$ cat src/rtl/fft_frame_receiver.sv
// fft_frame_receiver
//   Avalon-ST sink for the FFT core's source stream. It checks packet
//   framing, captures one N-bin frame of complex results, computes
//   re^2+im^2 for each bin serially (one bin per cycle), and publishes the
//   whole frame in one edge together with a one-cycle frame_valid strobe.
//
// Ports
//   clk, reset_n        : system clock, asynchronous active-low reset
//   src_valid/src_ready : Avalon-ST handshake (ready is registered)
//   src_sop/src_eop     : packet framing
//   src_error           : FFT error flags; any nonzero beat spoils the frame
//   src_data            : [DW-1 -: 14] real, next 14 bits imag, rest ignored
//   power               : N x PW squared magnitudes, bin 0 = power[0]
//   frame_valid         : one-cycle strobe when power takes a new frame
//   frame_count         : published frames, wraps
//   drop_count          : discarded frames, saturates
module fft_frame_receiver #(
  parameter int N  = 8,
  parameter int DW = 33,
  parameter int PW = 28
) (
  input  logic                  clk,
  input  logic                  reset_n,
  input  logic                  src_valid,
  output logic                  src_ready,
  input  logic                  src_sop,
  input  logic                  src_eop,
  input  logic [1:0]            src_error,
  input  logic [DW-1:0]         src_data,
  output logic [N-1:0][PW-1:0]  power,
  output logic                  frame_valid,
  output logic [15:0]           frame_count,
  output logic [15:0]           drop_count
);

  localparam int IW = $clog2(N);
  localparam logic [IW-1:0] LAST = IW'(N - 1);

  typedef enum logic [1:0] {IDLE, RECV, CALC, PUBLISH} state_t;

  state_t                state_reg;
  logic [IW-1:0]         idx_reg;
  logic [IW-1:0]         calc_idx_reg;
  logic                  err_reg;
  logic [N-1:0][PW-1:0]  shadow_reg;

  // Raw sample buffer; written only while receiving, read only in CALC.
  logic signed [13:0]    re_mem [N];
  logic signed [13:0]    im_mem [N];

  logic                  beat;
  logic signed [13:0]    beat_re;
  logic signed [13:0]    beat_im;
  logic                  beat_err;
  logic [IW-1:0]         wr_idx;

  assign beat     = src_valid && src_ready;
  assign beat_re  = src_data[DW-1 -: 14];
  assign beat_im  = src_data[DW-15 -: 14];
  assign beat_err = |src_error;
  // A start-of-packet beat always lands in bin 0, whatever state we are in.
  assign wr_idx   = (state_reg == IDLE || src_sop) ? '0 : idx_reg;

  always_ff @(posedge clk) begin
    if (beat) begin
      re_mem[wr_idx] <= beat_re;
      im_mem[wr_idx] <= beat_im;
    end
  end

  // Squared magnitude of the bin currently selected by calc_idx_reg.
  logic signed [27:0] re_ext, im_ext, re_sq, im_sq;
  logic [PW-1:0]      mag;

  always_comb begin
    re_ext = 28'(re_mem[calc_idx_reg]);
    im_ext = 28'(im_mem[calc_idx_reg]);
    re_sq  = re_ext * re_ext;
    im_sq  = im_ext * im_ext;
    mag    = PW'($unsigned(re_sq) + $unsigned(im_sq));
  end

  function automatic logic [15:0] sat_inc(input logic [15:0] v);
    return (v == 16'hFFFF) ? v : v + 16'd1;
  endfunction

  always_ff @(posedge clk or negedge reset_n) begin
    if (!reset_n) begin
      state_reg    <= IDLE;
      src_ready    <= 1'b0;
      idx_reg      <= '0;
      calc_idx_reg <= '0;
      err_reg      <= 1'b0;
      shadow_reg   <= '0;
      power        <= '0;
      frame_valid  <= 1'b0;
      frame_count  <= '0;
      drop_count   <= '0;
    end else begin
      frame_valid <= 1'b0;
      case (state_reg)
        IDLE: begin
          src_ready <= 1'b1;
          if (beat && src_sop) begin
            if (src_eop) begin
              // A one-beat packet can never fill a frame.
              drop_count <= sat_inc(drop_count);
            end else begin
              idx_reg   <= IW'(1);
              err_reg   <= beat_err;
              state_reg <= RECV;
            end
          end
        end

        RECV: begin
          src_ready <= 1'b1;
          if (beat) begin
            if (src_sop) begin
              // Restart: this beat becomes bin 0 of a fresh frame.
              drop_count <= sat_inc(drop_count);
              idx_reg    <= IW'(1);
              err_reg    <= beat_err;
              if (src_eop) state_reg <= IDLE;
            end else if (idx_reg == LAST) begin
              state_reg <= IDLE;
              if (src_eop && !(err_reg || beat_err)) begin
                state_reg    <= CALC;
                src_ready    <= 1'b0;
                calc_idx_reg <= '0;
              end else begin
                drop_count <= sat_inc(drop_count);
              end
            end else if (src_eop) begin
              drop_count <= sat_inc(drop_count);
              state_reg  <= IDLE;
            end else begin
              idx_reg <= idx_reg + IW'(1);
              err_reg <= err_reg || beat_err;
            end
          end
        end

        CALC: begin
          src_ready                <= 1'b0;
          shadow_reg[calc_idx_reg] <= mag;
          if (calc_idx_reg == LAST) begin
            state_reg <= PUBLISH;
          end else begin
            calc_idx_reg <= calc_idx_reg + IW'(1);
          end
        end

        PUBLISH: begin
          // The whole frame becomes visible on this single edge.
          power       <= shadow_reg;
          frame_valid <= 1'b1;
          frame_count <= frame_count + 16'd1;
          src_ready   <= 1'b1;
          state_reg   <= IDLE;
        end

        default: begin
          state_reg <= IDLE;
          src_ready <= 1'b0;
        end
      endcase
    end
  end

endmodule
$ cat config.mk
export PLATFORM = sky130hd
export DESIGN_NAME = fft_frame_receiver
export DESIGN_NICKNAME = d
export VERILOG_FILES = /design/src/rtl/fft_frame_receiver.sv
export SDC_FILE = /design/constraint.sdc
export NUM_CORES = 2
export LEC_CHECK = 0
export CAP_MARGIN = 40
export CELL_PAD_IN_SITES_DETAIL_PLACEMENT = 1
export CELL_PAD_IN_SITES_GLOBAL_PLACEMENT = 1
export CORE_MARGIN = 5
export CORE_UTILIZATION = 25
export DETAILED_ROUTE_END_ITERATION = 12
export PLACE_DENSITY = 0.5
export SLEW_MARGIN = 0
export SYNTH_ARGS = -nofsm -noshare
export SYNTH_HDL_FRONTEND = slang
export SYNTH_SLANG_ARGS = --single-unit
$ cat constraint.sdc
create_clock -name clk -period 17.31 [get_ports clk]
set_clock_uncertainty 0.05 [all_clocks]
set_input_delay 1.731 -clock clk [delete_from_list [all_inputs] [get_ports clk]]
set_output_delay 1.731 -clock clk [all_outputs]
set_load 0.05 [all_outputs]
# --- Yosys cells after proc, flatten, opt, wreduce, memory -nomap -nowiden ---
# Memories as Yosys holds them, arrays and structs flattened.
# Cells that the tools add are included.
word_totals:
  romBits: 0
  ram_bits: 224
  memories: 2
  latchBits: 0
  reg_bits: 491
  inputBits: 40
  elab_cells: 117
op_classes:
  addsub: 5
  div_mod_pow: 0
  magnitude_cmp: 2
  n_bitwise: 0
  mul: 2
  eq_ne: 17
  reduce_logical: 16
  n_mux: 49
  n_shift: 0
memory_table:
  columns: ["memory", "depth", "word_bits", "read_ports", "rd_clocked_by_memory_dff", "write_ports", "line", "rtl"]
  rows:
  - ["im_mem", 8, 14, 1, 0, 1, "49", "logic signed [13:0] im_mem [N];"]
  - ["re_mem", 8, 14, 1, 0, 1, "48", "logic signed [13:0] re_mem [N];"]
op_table:
  columns: ["op", "count"]
  rows:
  - ["$bwmux W224", 1]
  - ["$mux W16", 7]
  - ["$demux W28 S3", 1]
  - ["$mul A14 B14 Y28", 2]
  - ["$mux W3", 12]
  - ["$add A16 B1 Y16 const B", 2]
  - ["$pmux W16 S2", 1]
  - ["$add A28 B28 Y28", 1]
  - ["$mux W28", 1]
  - ["$eq A16 B16 Y1 const B", 1]
  - ["$mux W2", 8]
  - ["$ne A2 B2 Y1 const B", 7]
  - ["$mux W1", 13]
  - ["$pmux W3 S2", 2]
  - ["$reduce_and A6 Y1", 2]
  - ["$pmux W2 S4", 1]
  - ["$reduce_and A4 Y1", 2]
  - ["$add A3 B1 Y3 const B", 2]
  - ["$eq A3 B3 Y1 const B", 2]
  - ["$ne A3 B3 Y1 const B", 2]
  - ["$eq A2 B2 Y1 const B", 2]
  - ["$logic_and A1 B1 Y1", 4]
  - ["$lt A3 B4 Y1 const B", 1]
  - ["$ne A4 B4 Y1 const B", 1]
  - ["other kinds (10)", 13]

# --- Depth between registers and ports, before layout ---
depth:
  depth_word: 9
  ltp_mapped: 32
  depth_no_buf: 28

# --- Least setup slack after synthesis ---
# No wires, ideal clock.
synth_timing:
  path_kind: "register to register"
  start: "register calc_idx_reg[1]"
  end: "register shadow_reg[193] in the netlist's numbering"
  path_buffers: 4
  arrival_ps: 8143
  setup_slack_ps: 8982
  path_stages_with_launch: 27
  cell_sequence: "dfrtp_1 > buf_2 > buf_2 > buf_2 > mux4_2 > nand2_1 > and2_1 > buf_2 > nor2_1 > inv_1 > fa_1 > fa_1 > inv_1 > fa_1 > fa_1 > fa_1 > fa_1 > fa_1 > fa_1 > ha_1 > a21oi_1 > o2bb2ai_1 > a41oi_2 > o31ai_4 > a31oi_2 > xor2_2 > o21ai_0"
synth_between:
  elab_chain_len: 5
  word_cells_on_any_way: 11
  classes_between: "add/sub: 1; mul: 2; order compare: 2; mux: 3; reduce/logical: 1; memory: 2"
synth_lines:
  columns: ["element", "line", "rtl"]
  rows:
  - ["from (decl)", "43", "logic [IW-1:0] calc_idx_reg;"]
  - ["from (signal assigned)", "150", "calc_idx_reg <= calc_idx_reg + IW'(1);"]
  - ["branches (longest 4 deep; another with $mul A14 B14 Y28)", null, null]
  - ["$bwmux W224 (*)", "146", "shadow_reg[calc_idx_reg] <= mag;"]
  - ["to (signal, indexed assignment)", "146", null]
  - ["to (decl)", "45", "logic [N-1:0][PW-1:0] shadow_reg;"]
# Mark *: on every way between the ends.
# A chain may end at the register's enable or synchronous reset.

# --- Final worst setup path ---
layout_timing:
  start: "register calc_idx_reg[0]"
  end: "register shadow_reg[194] in the netlist's numbering"
# Same word-level chain as after synthesis.

==> metrics <==
largest cells by area after synthesis dfrtp_1, fa_1, edfxtp_1, mux2_2, inv_1; first-pass GRT wire length 176 mm; number of remaining DRC errors 0; maximum number of pins on one net before global-route repair 169; final wirelength 115 mm; crit path capture type flop; most prevalent standard cell on the critical path fa_1; flop-to-flop setup slack 7.13 ns; Starting DRT DRC Count 1236; path length in cells of the critical path 24; count of flip-flops with a built-in enable after synthesis 224; setup repair after global routing missed its margin no; main combinational cell family by area after synthesis adder cells; status completed; clock-pin slew on the worst setup and hold paths 0.06 ns; Max H-tree Level 3; Compound-Gate Fraction of Synth Area 3.97%; fraction of synthesis flops using an asynchronous set or reset pin 68.7%; worst min-delay path startpoint shadow_reg[87]; placeable core region 161000 um^2; detailed-route vias per instance 4.21; stage delay of the slowest cell on the critical path 0.81 ns; cell family with the largest share of critical-path delay adder cells; part of the Yosys area used for sequential elements 47.0%; routed wirelength normalized by instance count 20.0 um; worst reg2reg path endpoint shadow_reg[194]; TritonCTS sink count 715; worst hold path endpoint shadow_reg[87]; fin. max-slew vios 0; crit share post-route 58.8%; number of instances resized during post-cts repair 0; slew margin rel. 37.7%; area growth from synthesis to final layout 21.2%; all-layer global routing usage 13.7%; Buf+Inv Stages, Crit Path 4; clock tree from TritonCTS done; top-count cell post-synth dfrtp_1; Crit Path Category flop to flop; Synth top area share 30.4%; Worst Hold Class flop to flop; number of library cell types mapped by synthesis 67; adder-cell area share of the yosys netlist 23.8%; xor/xnor share of the synthesized area 1.71%; Main synth FF type dfrtp_1; clock buffers created by TritonCTS 80; Reg2Reg Depth 24; post-route ant nets 0; clk_lat worst skew 0.69 ns; starting density of the core 25.1%; post-synthesis instance total 3196; hold-fix buffers at CTS 0; count of endpoints failing setup in the final report 0; number of placed instances with taps included 5594; area of the die 170000 um^2; total congestion overflow 0; crit path launch type flop; FF-to-FF Start calc_idx_reg[0]; number of antenna violations at the first check in global routing 3; Worst Tran Pin Value 0.935 ns; worst hold path stage count 2; crit path time final 10.18 ns; via count of the first global-routing pass 26900; number of hold violations in the final report 0; maximum buffer depth of the clock tree 3; CP max-delay cell dfrtp_4; PortBufs 292; share of cell area taken by muxes after synthesis 10.8%; Core Rows 147; Maximum Capacitance Violations 0; number of cells in the finished layout apart from fillers 5742; buffers inserted by post-CTS timing repair 0; syn_nets 3763; average instance area after synthesis 12.6 um^2; Peak Freq 0.0982 GHz; total negative slack for setup checks 0 ns; share of cells above drive strength 1 16.1%; final HPWL from detailed placement 85.2 mm; vias post-DR 24200; number of warning messages in the yosys log 0; worst-path fanout max 36; post-synthesis instance area 40400 um^2; post-synthesis simple-gate area fraction 6.85%; Die Y-Extent 412 um; Data arrival, critical path 10.66 ns; final weighted congestion in routability-driven placement 0.780; required arrival time at the worst endpoint 17.79 ns; die extent in x 412 um; I/O pin cnt 298; NumNets Final 4083; cell types with the highest counts after synthesis dfrtp_1, inv_1, nand2_1; Clock Tree Root clkbuf_16; number of synthesized register bits 715; first-pass detailed-route iteration total 4; chain of cells forming the critical path buf_4, mux4_2, nand2_1, and2_1, nor2_1, buf_4, inv_1, fa_1, fa_1, inv_1, fa_1, fa_1, fa_1, fa_1, fa_1, fa_1, ha_1, nand3_1, nor2_1, a221o_1, o22ai_2, o21ai_2, xnor2_2, o21ai_0; cell taking the most area after synthesis dfrtp_1
[cell type report]
cell class | instances | area (um^2)
Multi-Input combinational cell | 1874 | 19100
Tap cell | 2160 | 2700
Antenna cell | 3 | 7.51
Sequential cell | 715 | 19000
Timing Repair Buffer | 356 | 3530
Inverter | 489 | 1840
Clock inverter | 29 | 395
Fill cell | 17600 | 112000
Clock buffer | 116 | 2380
[routing by layer]
layer	share of wire (%)	up-vias	GRT usage, %
met5	0.017	-	0
met3	3.7	121	2.16
met4	2.0	2	3.05
met1	48	12700	19.2
met2	47	371	22.4
li1	-	11000	-
[placed cells by master, fill, tap and decap left out, types with 53 or more instances in the layout]
cell type,instances
mux4_2,56
nand2_1,414
fa_1,405
nor2_1,137
inv_1,481
mux2_2,262
dfrtp_1,489
buf_4,53
o21ai_0,180
ha_1,121
clkbuf_16,83
clkdlybuf4s50_1,291
edfxtp_1,224
[metrics by stage]
stage                     hold slack, ns  utilization (%)  worst slack (ns)  area, um^2
final                              0.420             30.5              7.13       49000
after global routing               0.441             30.5              6.42       49000
after CTS                          0.424             30.5              6.84       49000
after detailed placement           0.410             28.8              6.84       46200
after global placement             0.407             28.6              6.60       46000
after floorplan                    0.390                -              8.98       40400
[worst reg2reg max path, cell delays in order, from the launching register on]
cell and delay, ns:
dfrtp_4 0.81, buf_4 0.76, mux4_2 0.62, nand2_1 0.07, and2_1 0.64, nor2_1 0.13
buf_4 0.23, inv_1 0.33, fa_1 0.53, fa_1 0.55, inv_1 0.06, fa_1 0.51
fa_1 0.57, fa_1 0.44, fa_1 0.51, fa_1 0.43, fa_1 0.39, ha_1 0.41
nand3_1 0.29, nor2_1 0.10, a221o_1 0.37, o22ai_2 0.31, o21ai_2 0.11, xnor2_2 0.59
o21ai_0 0.24
[cells by family after synthesis]
| family | after synthesis |
|---|---|
| fa+ha+maj | 527 |
| xor+xnor | 74 |
| compound gates | 274 |
| buf+inv | 607 |
| simple gates | 671 |
| flops | 715 |
| mux | 328 |
[worst max-delay path by stage]
stage | from | end | slack [ns]
floorplan | calc_idx_reg[1] | shadow_reg[193] | 8.98
global placement | calc_idx_reg[0] | shadow_reg[166] | 6.60
detailed placement | calc_idx_reg[0] | shadow_reg[194] | 6.84
CTS | calc_idx_reg[0] | shadow_reg[194] | 6.84
global route | calc_idx_reg[0] | shadow_reg[104] | 6.42
finish | calc_idx_reg[0] | shadow_reg[194] | 7.13
Power is left out: the tool's default activity adds up to more than one toggle a clock period on the data nets, which glitch-free logic cannot reach.
